File: config.mk
export PLATFORM = sky130hd
export DESIGN_NAME = stopwatch_core
export DESIGN_NICKNAME = d
export VERILOG_FILES = /design/src/rtl/stopwatch_core_pkg.sv /design/src/rtl/stopwatch_core_bcd_digit_counter.sv /design/src/rtl/stopwatch_core.sv
export SDC_FILE = /design/constraint.sdc
export NUM_CORES = 1
export LEC_CHECK = 0
export ABC_AREA = 1
export BUFFER_PORTS_ARGS = -buffer_cell sky130_fd_sc_hd__buf_2
export CORE_AREA = 2 2 76 107
export DETAILED_ROUTE_END_ITERATION = 8
export DIE_AREA = 0 0 78 109
export GPL_TIMING_DRIVEN = 1
export PLACE_DENSITY = 0.39
export REMOVE_ABC_BUFFERS = 1
export SKIP_CTS_REPAIR_TIMING = 1
export SYNTH_ARGS = -nofsm -noshare
export SYNTH_HDL_FRONTEND = slang
export SYNTH_HIERARCHICAL = 1
export SYNTH_SLANG_ARGS = --single-unit
File: constraint.sdc
create_clock -name clock -period 3.9 [get_ports clock]
set_input_delay 0 -clock clock [delete_from_list [all_inputs] [get_ports clock]]
set_output_delay 0 -clock clock [all_outputs]
set_load 0.02 [all_outputs]
File: src/rtl/stopwatch_core_pkg.sv
// Shared types and constants for the stopwatch time-keeping stage.
// Holds the FSM encoding, BCD digit limits and the time bundle.
package stopwatch_core_pkg;

  localparam int BCD_W = 4;

  typedef enum logic [1:0] {
    IDLE  = 2'd0,
    RUN   = 2'd1,
    PAUSE = 2'd2
  } state_t;

  localparam logic [BCD_W-1:0] TENTHS_MAX   = 4'd9;
  localparam logic [BCD_W-1:0] SEC_ONES_MAX = 4'd9;
  localparam logic [BCD_W-1:0] SEC_TENS_MAX = 4'd5;
  localparam logic [BCD_W-1:0] MIN_MAX      = 4'd9;

  typedef struct packed {
    logic [BCD_W-1:0] min;
    logic [BCD_W-1:0] sec_tens;
    logic [BCD_W-1:0] sec_ones;
    logic [BCD_W-1:0] tenths;
  } bcd_time_t;

  // True when the time is at its largest value, 9:59.9
  function automatic logic at_limit(bcd_time_t t);
    return (t.min == MIN_MAX) && (t.sec_tens == SEC_TENS_MAX) &&
           (t.sec_ones == SEC_ONES_MAX) && (t.tenths == TENTHS_MAX);
  endfunction

endpackage

File: src/rtl/stopwatch_core_bcd_digit_counter.sv
// One BCD digit counting 0..MAX with synchronous clear.
// Carry is combinational so a chain ripples within one cycle.
module bcd_digit_counter
  import stopwatch_core_pkg::*;
#(
  parameter logic [BCD_W-1:0] MAX = 4'd9
) (
  input  logic             clock,
  input  logic             reset,
  input  logic             clr,
  input  logic             en,
  output logic [BCD_W-1:0] q,
  output logic             carry
);

  assign carry = en && (q == MAX);

  // Digit register: clear wins, otherwise advance and roll past MAX
  always_ff @(posedge clock) begin
    if (reset || clr) begin
      q <= '0;
    end else if (en) begin
      q <= (q == MAX) ? '0 : q + 4'd1;
    end
  end

endmodule

File: src/rtl/stopwatch_core.sv
// Stopwatch time-keeping stage: counts 100 ms ticks as BCD M:SS.t
// under start/stop, clear and lap control, feeding the display.
module stopwatch_core
  import stopwatch_core_pkg::*;
#(
  parameter bit WRAP = 1'b1
) (
  input  logic             clock,
  input  logic             reset,
  input  logic             tick,
  input  logic             start_stop,
  input  logic             clear,
  input  logic             lap,
  output logic             running,
  output logic             frozen,
  output logic             overflow,
  output logic [BCD_W-1:0] d_tenths,
  output logic [BCD_W-1:0] d_sec_ones,
  output logic [BCD_W-1:0] d_sec_tens,
  output logic [BCD_W-1:0] d_min
);

  state_t    state, state_nx;
  bcd_time_t count, snap, shown;
  logic      in_run, at_max, roll, cnt_en, clr_count;
  logic      c_tenths, c_sec_ones, c_sec_tens, c_min;

  assign in_run    = (state == RUN);
  assign at_max    = at_limit(count);
  assign roll      = in_run && tick && at_max;
  assign cnt_en    = in_run && tick && (WRAP || !at_max);
  assign clr_count = clear && !in_run;

  bcd_digit_counter #(.MAX(TENTHS_MAX)) u_tenths (
    .clock(clock), .reset(reset), .clr(clr_count),
    .en(cnt_en), .q(count.tenths), .carry(c_tenths)
  );

  bcd_digit_counter #(.MAX(SEC_ONES_MAX)) u_sec_ones (
    .clock(clock), .reset(reset), .clr(clr_count),
    .en(c_tenths), .q(count.sec_ones), .carry(c_sec_ones)
  );

  bcd_digit_counter #(.MAX(SEC_TENS_MAX)) u_sec_tens (
    .clock(clock), .reset(reset), .clr(clr_count),
    .en(c_sec_ones), .q(count.sec_tens), .carry(c_sec_tens)
  );

  bcd_digit_counter #(.MAX(MIN_MAX)) u_min (
    .clock(clock), .reset(reset), .clr(clr_count),
    .en(c_sec_tens), .q(count.min), .carry(c_min)
  );

  // State register
  always_ff @(posedge clock) begin
    if (reset) state <= IDLE;
    else       state <= state_nx;
  end

  // Next state: clear beats start_stop outside RUN; saturation pauses
  always_comb begin
    state_nx = state;
    unique case (state)
      IDLE: begin
        if (start_stop && !clear) state_nx = RUN;
      end
      RUN: begin
        if (start_stop)     state_nx = PAUSE;
        else if (roll && !WRAP) state_nx = PAUSE;
      end
      PAUSE: begin
        if (clear)           state_nx = IDLE;
        else if (start_stop) state_nx = RUN;
      end
      default: state_nx = IDLE;
    endcase
  end

  // Lap freeze, snapshot capture (pre-tick value) and overflow pulse
  always_ff @(posedge clock) begin
    if (reset) begin
      frozen   <= 1'b0;
      snap     <= '0;
      overflow <= 1'b0;
    end else begin
      overflow <= roll;
      if (clr_count) begin
        frozen <= 1'b0;
      end else if (lap) begin
        if (frozen) begin
          frozen <= 1'b0;
        end else if (in_run) begin
          frozen <= 1'b1;
          snap   <= count;
        end
      end
    end
  end

  assign running    = in_run;
  assign shown      = frozen ? snap : count;
  assign d_tenths   = shown.tenths;
  assign d_sec_ones = shown.sec_ones;
  assign d_sec_tens = shown.sec_tens;
  assign d_min      = shown.min;

  logic unused;
  assign unused = c_min;

endmodule
* Word level (Yosys, flattened, before mapping)
Index checks and enable logic that the tools add are counted.
** Operators by class
- Add/sub/neg operators :: 4
- Equal/unequal tests :: 9
- Muxes and demuxes :: 12
- Bitwise gates (word level) :: 2
- Reductions and logical operators :: 17
** Operators by type and width (number)
- adder 4 x 1 -> 4 bit (second input constant) :: 4
- two-way mux 16 bit :: 1
- two-way mux 4 bit :: 4
- equality test 4 bit (second input constant) :: 3
- logical AND 1 bit :: 10
- two-way mux 2 bit :: 4
- one-hot mux 2 bit (3 select lines) :: 1
- equality test 4 x 3 -> 1 bit (second input constant) :: 1
- != test 2 bit (second input constant) :: 2
- AND reduction 4 bit :: 1
- != test 3 bit (second input constant) :: 1
- AND reduction 3 bit :: 1
- equality test 2 x 1 -> 1 bit (second input constant) :: 1
- equality test 2 bit (second input constant) :: 1
- logical NOT 1 bit :: 2
- logical NOT 2 bit :: 1
- two-way mux 1 bit :: 2
- NOT 1 bit :: 2
- OR reduction 2 bit :: 1
- logical OR 1 bit :: 1
** Word-level totals
- Register bits after elaboration :: 36
- Bits of input ports :: 6
- Output and inout port bits :: 19
- Logic and storage cells :: 55

* Longest topological paths before layout
- Depth in word-level cells :: 5
- Gate-level depth with buffers :: 20
- Mapped depth without buffers :: 20

* By module
Netlist, hierarchy kept.
** By module, submodules not included
- stopwatch_core :: instances 1, cells each 180, area an instance 1069.8 sq um, seq. area each 400.4 sq um
- bcd_digit_counter (u_min ...) :: instances 3, cells each 29, area an instance 195.2 sq um, seq. area each 80.1 sq um
- bcd_digit_counter (u_sec_tens) :: instances 1, cells each 30, area an instance 187.7 sq um, seq. area each 80.1 sq um

* Worst setup path after synthesis
No wires, ideal clock.
- Path type :: register to register
- Start point :: reg state[1]
- End point :: reg u_min.q[1]
- Library setup time :: 0.114 ns
- Data arrival time :: 1.607 ns
- Required time :: 3.786 ns
- Setup slack :: 2.179 ns
- Cell stages (with the launch flop) :: 21
- Path buffers :: 0
- Clock period less this slack :: 1.721 ns
- Path through :: dfxtp_1 -> inv_1 -> nand3_1 -> inv_1 -> nand2_1 -> inv_2 -> nand2_1 -> inv_1 -> nand2_1 -> inv_2 -> nand2_1 -> inv_1 -> nand2_2 -> inv_2 -> nand2_1 -> inv_1 -> nand2_1 -> inv_2 -> nand2_1 -> nand2_1 -> nor2_1
** Between the ends
- Longest elaborated chain between the ends :: 5
- Elaborated cells between the ends (all ways) :: 8
- Classes of those cells :: eq/ne: 1; reduce/logical: 7
** RTL lines
- start: declaration :: line stopwatch_core.sv:23 : state_t state, state_nx;
- start signal: assignment :: line stopwatch_core.sv:57 : else state <= state_nx;
- equality test 2 x 1 -> 1 bit :: line stopwatch_core.sv:28 : assign in_run = (state == RUN);
- logical AND 1 bit :: line stopwatch_core.sv:31 : assign cnt_en = in_run && tick && (WRAP || !at_max);
- net cnt_en :: line stopwatch_core.sv:25 : logic in_run, at_max, roll, cnt_en, clr_count;
- logical AND 1 bit :: line stopwatch_core_bcd_digit_counter.sv:16 : assign carry = en && (q == MAX);
- net c_tenths :: line stopwatch_core.sv:26 : logic c_tenths, c_sec_ones, c_sec_tens, c_min;
- logical AND 1 bit :: line stopwatch_core_bcd_digit_counter.sv:16
- net c_sec_ones :: line stopwatch_core.sv:26
- logical AND 1 bit :: line stopwatch_core_bcd_digit_counter.sv:16
- net c_sec_tens :: line stopwatch_core.sv:26
- end signal: assignment :: line stopwatch_core_bcd_digit_counter.sv:23 : q <= (q == MAX) ? '0 : q + 4'd1;
- end: declaration :: line stopwatch_core_bcd_digit_counter.sv:12 : output logic [BCD_W-1:0] q,
The timed path passes the listed nets, and every way through them passes these cells.
A chain may end at the register's enable or synchronous reset.

* Final worst setup path
- Start point :: reg state[0]
- End point :: reg u_min.q[1]
The elaborated chain is that of the path after synthesis.

==> impl_metrics.json <==
{
  "status": "complete, no violations",
  "cts_tree": "yes",
  "fmax_ghz": 0.494,
  "hpwl_mm": 2.94,
  "critPathSlowestCell": "dfxtp_1",
  "first_iter_violations": 53,
  "grt_pass1_vias": 1602,
  "power_uw": 721,
  "synth_area_um2": 1840,
  "dr.pass1.iters": 4,
  "arrival_ns": 2.20,
  "cpPeakStageDelay_ns": 0.36,
  "die_w_um": 78,
  "drive_gt1_frac": 0.163,
  "final-setup-viol-count": 0,
  "grt_antenna_before_repair": 0,
  "synthesis.instances": 296,
  "num_vias": 1708,
  "coreArea_um2": 7610,
  "final_max_slew_viol_count": 0,
  "cts_buffer_depth": 2,
  "clock_latency_ns": 0.28,
  "hold_violations": 0,
  "r2r_slack_ns": 1.88,
  "fin_nets": 325,
  "crit_fanout": 4,
  "required_ns": 4.08,
  "grt_overflow": 0,
  "num_antenna_cells": 0,
  "avgViaCountPerCell": 4.07,
  "cts_sinks": 36,
  "cpLargestDelayFamily": "simple AND/OR/NAND/NOR gates",
  "crit_path_start_kind": "flop",
  "layout_common_cells": "93 x nand2_1, 63 x nor2_1, 36 x dfxtp_1, 34 x inv_1, 24 x buf_2",
  "clk_pin_slew_ns": 0.07,
  "yosys_warnings": 6,
  "io_buffers": 24,
  "grtUsageTotal": 0.105,
  "fin_crit_ns": 2.02,
  "peakVddDrop_uv": 132,
  "cts_made_buffers": 5,
  "place_congestion": 0.741,
  "root_buffer": "clkbuf_8",
  "p_leak_uw": 0.000925,
  "avgSynthCellArea_um2": 6.21,
  "fin_tns_setup_ns": 0,
  "die_h_um": 109,
  "powerDensity_nw_per_um2": 340,
  "worst_pin_slew_ns": 1.01,
  "wl_per_cell_um": 9.73,
  "grt_max_degree": 33,
  "route.detailed.drc": 0,
  "worst-path-buf-inv": 8,
  "finalCritPeriodShare": 0.519,
  "skew_ns": 0.00352,
  "start_util": 0.242,
  "final_common_cell": "nand2_1",
  "rsz0062_at_grt": "false",
  "area_growth_pct": 15.2,
  "slew_headroom": 0.329,
  "rows": 38,
  "grt_pass1_wl_mm": 6.95,
  "worstPathCellList": "nand3_1 > inv_1 > nand2_1 > inv_2 > nand2_1 > inv_1 > nand2_1 > inv_2 > nand2_1 > inv_1 > nand2_2 > inv_2 > nand2_1 > inv_1 > nand2_1 > inv_2 > nand2_1 > nand2_1 > nor2_1",
  "maxCapViolations": 0,
  "wirelength_mm": 4.09,
  "htreeDepth": 2,
  "hold_class": "input port to flop",
  "crit_type": "flop to flop",
  "cp_common_cell": "nand2_1",
  "detail-route-antenna-nets": 0,
  "crit_path_end_kind": "flop",
  "io-pin-count": 25,
  "die-area_um2": 8500
}
-- per-stage QoR --
step | util | hold WS, ns | worst slack (ns) | std cells | area (um^2)
CTS | 0.279 | -0.00584 | 1.83 | 420 | 2120
global route | 0.279 | 0.0341 | 1.59 | 420 | 2120
floorplan | - | 0.151 | 2.18 | 288 | 1780
detailed placement | 0.267 | 0.307 | 1.85 | 412 | 2030
finish | 0.279 | 0.000704 | 1.88 | 420 | 2120
global placement | 0.267 | 0.304 | 1.84 | 412 | 2030
-- final timing paths --
path,from,to,cells after the start
min,start_stop,state[0],3
max,state[0],u_min/q[1],19
max reg2reg,state[0],u_min/q[1],19
min reg2reg,snap[9],snap[9],2
-- metal layers --
| metal | wire, um | vias to the layer above | GRT usage |
|---|---|---|---|
| li1 | - | 940 | - |
| met1 | 1870 | 735 | 0.116 |
| met2 | 1960 | 25 | 0.184 |
| met3 | 161 | 8 | 0.0281 |
| met4 | 100 | 0 | 0.0526 |
| met5 | 0 | - | 0 |
-- worst min-delay path, delay by kind of cell --
kind            cells  cell delay [ns]
buf+inv             1             0.10
compound gates      1             0.08
simple gates        1             0.08
-- sequential cells by signal, summed over array words and instances (netlist names) --
signal and flops:
frozen 1, overflow 1, snap 16, state 2
u_min/q 4, u_sec_ones/q 4, u_sec_tens/q 4, u_tenths/q 4
-- final cells by class --
| cell class | instances | area, um^2 |
|---|---|---|
| Inverter | 42 | 158 |
| Fill cell | 902 | 5490 |
| Sequential cell | 36 | 721 |
| Timing Repair Buffer | 24 | 120 |
| Tap cell | 100 | 125 |
| Clock buffer | 8 | 90.1 |
| Multi-Input combinational cell | 210 | 906 |
-- where the power goes --
part / total (uW) / switching, uW / internal [uW]
logic: 58.8 / 38.5 / 20.3
clock network: 277 / 132 / 144
registers: 386 / 7.34 / 378
Note: power is estimated with default switching activity, not from simulation.
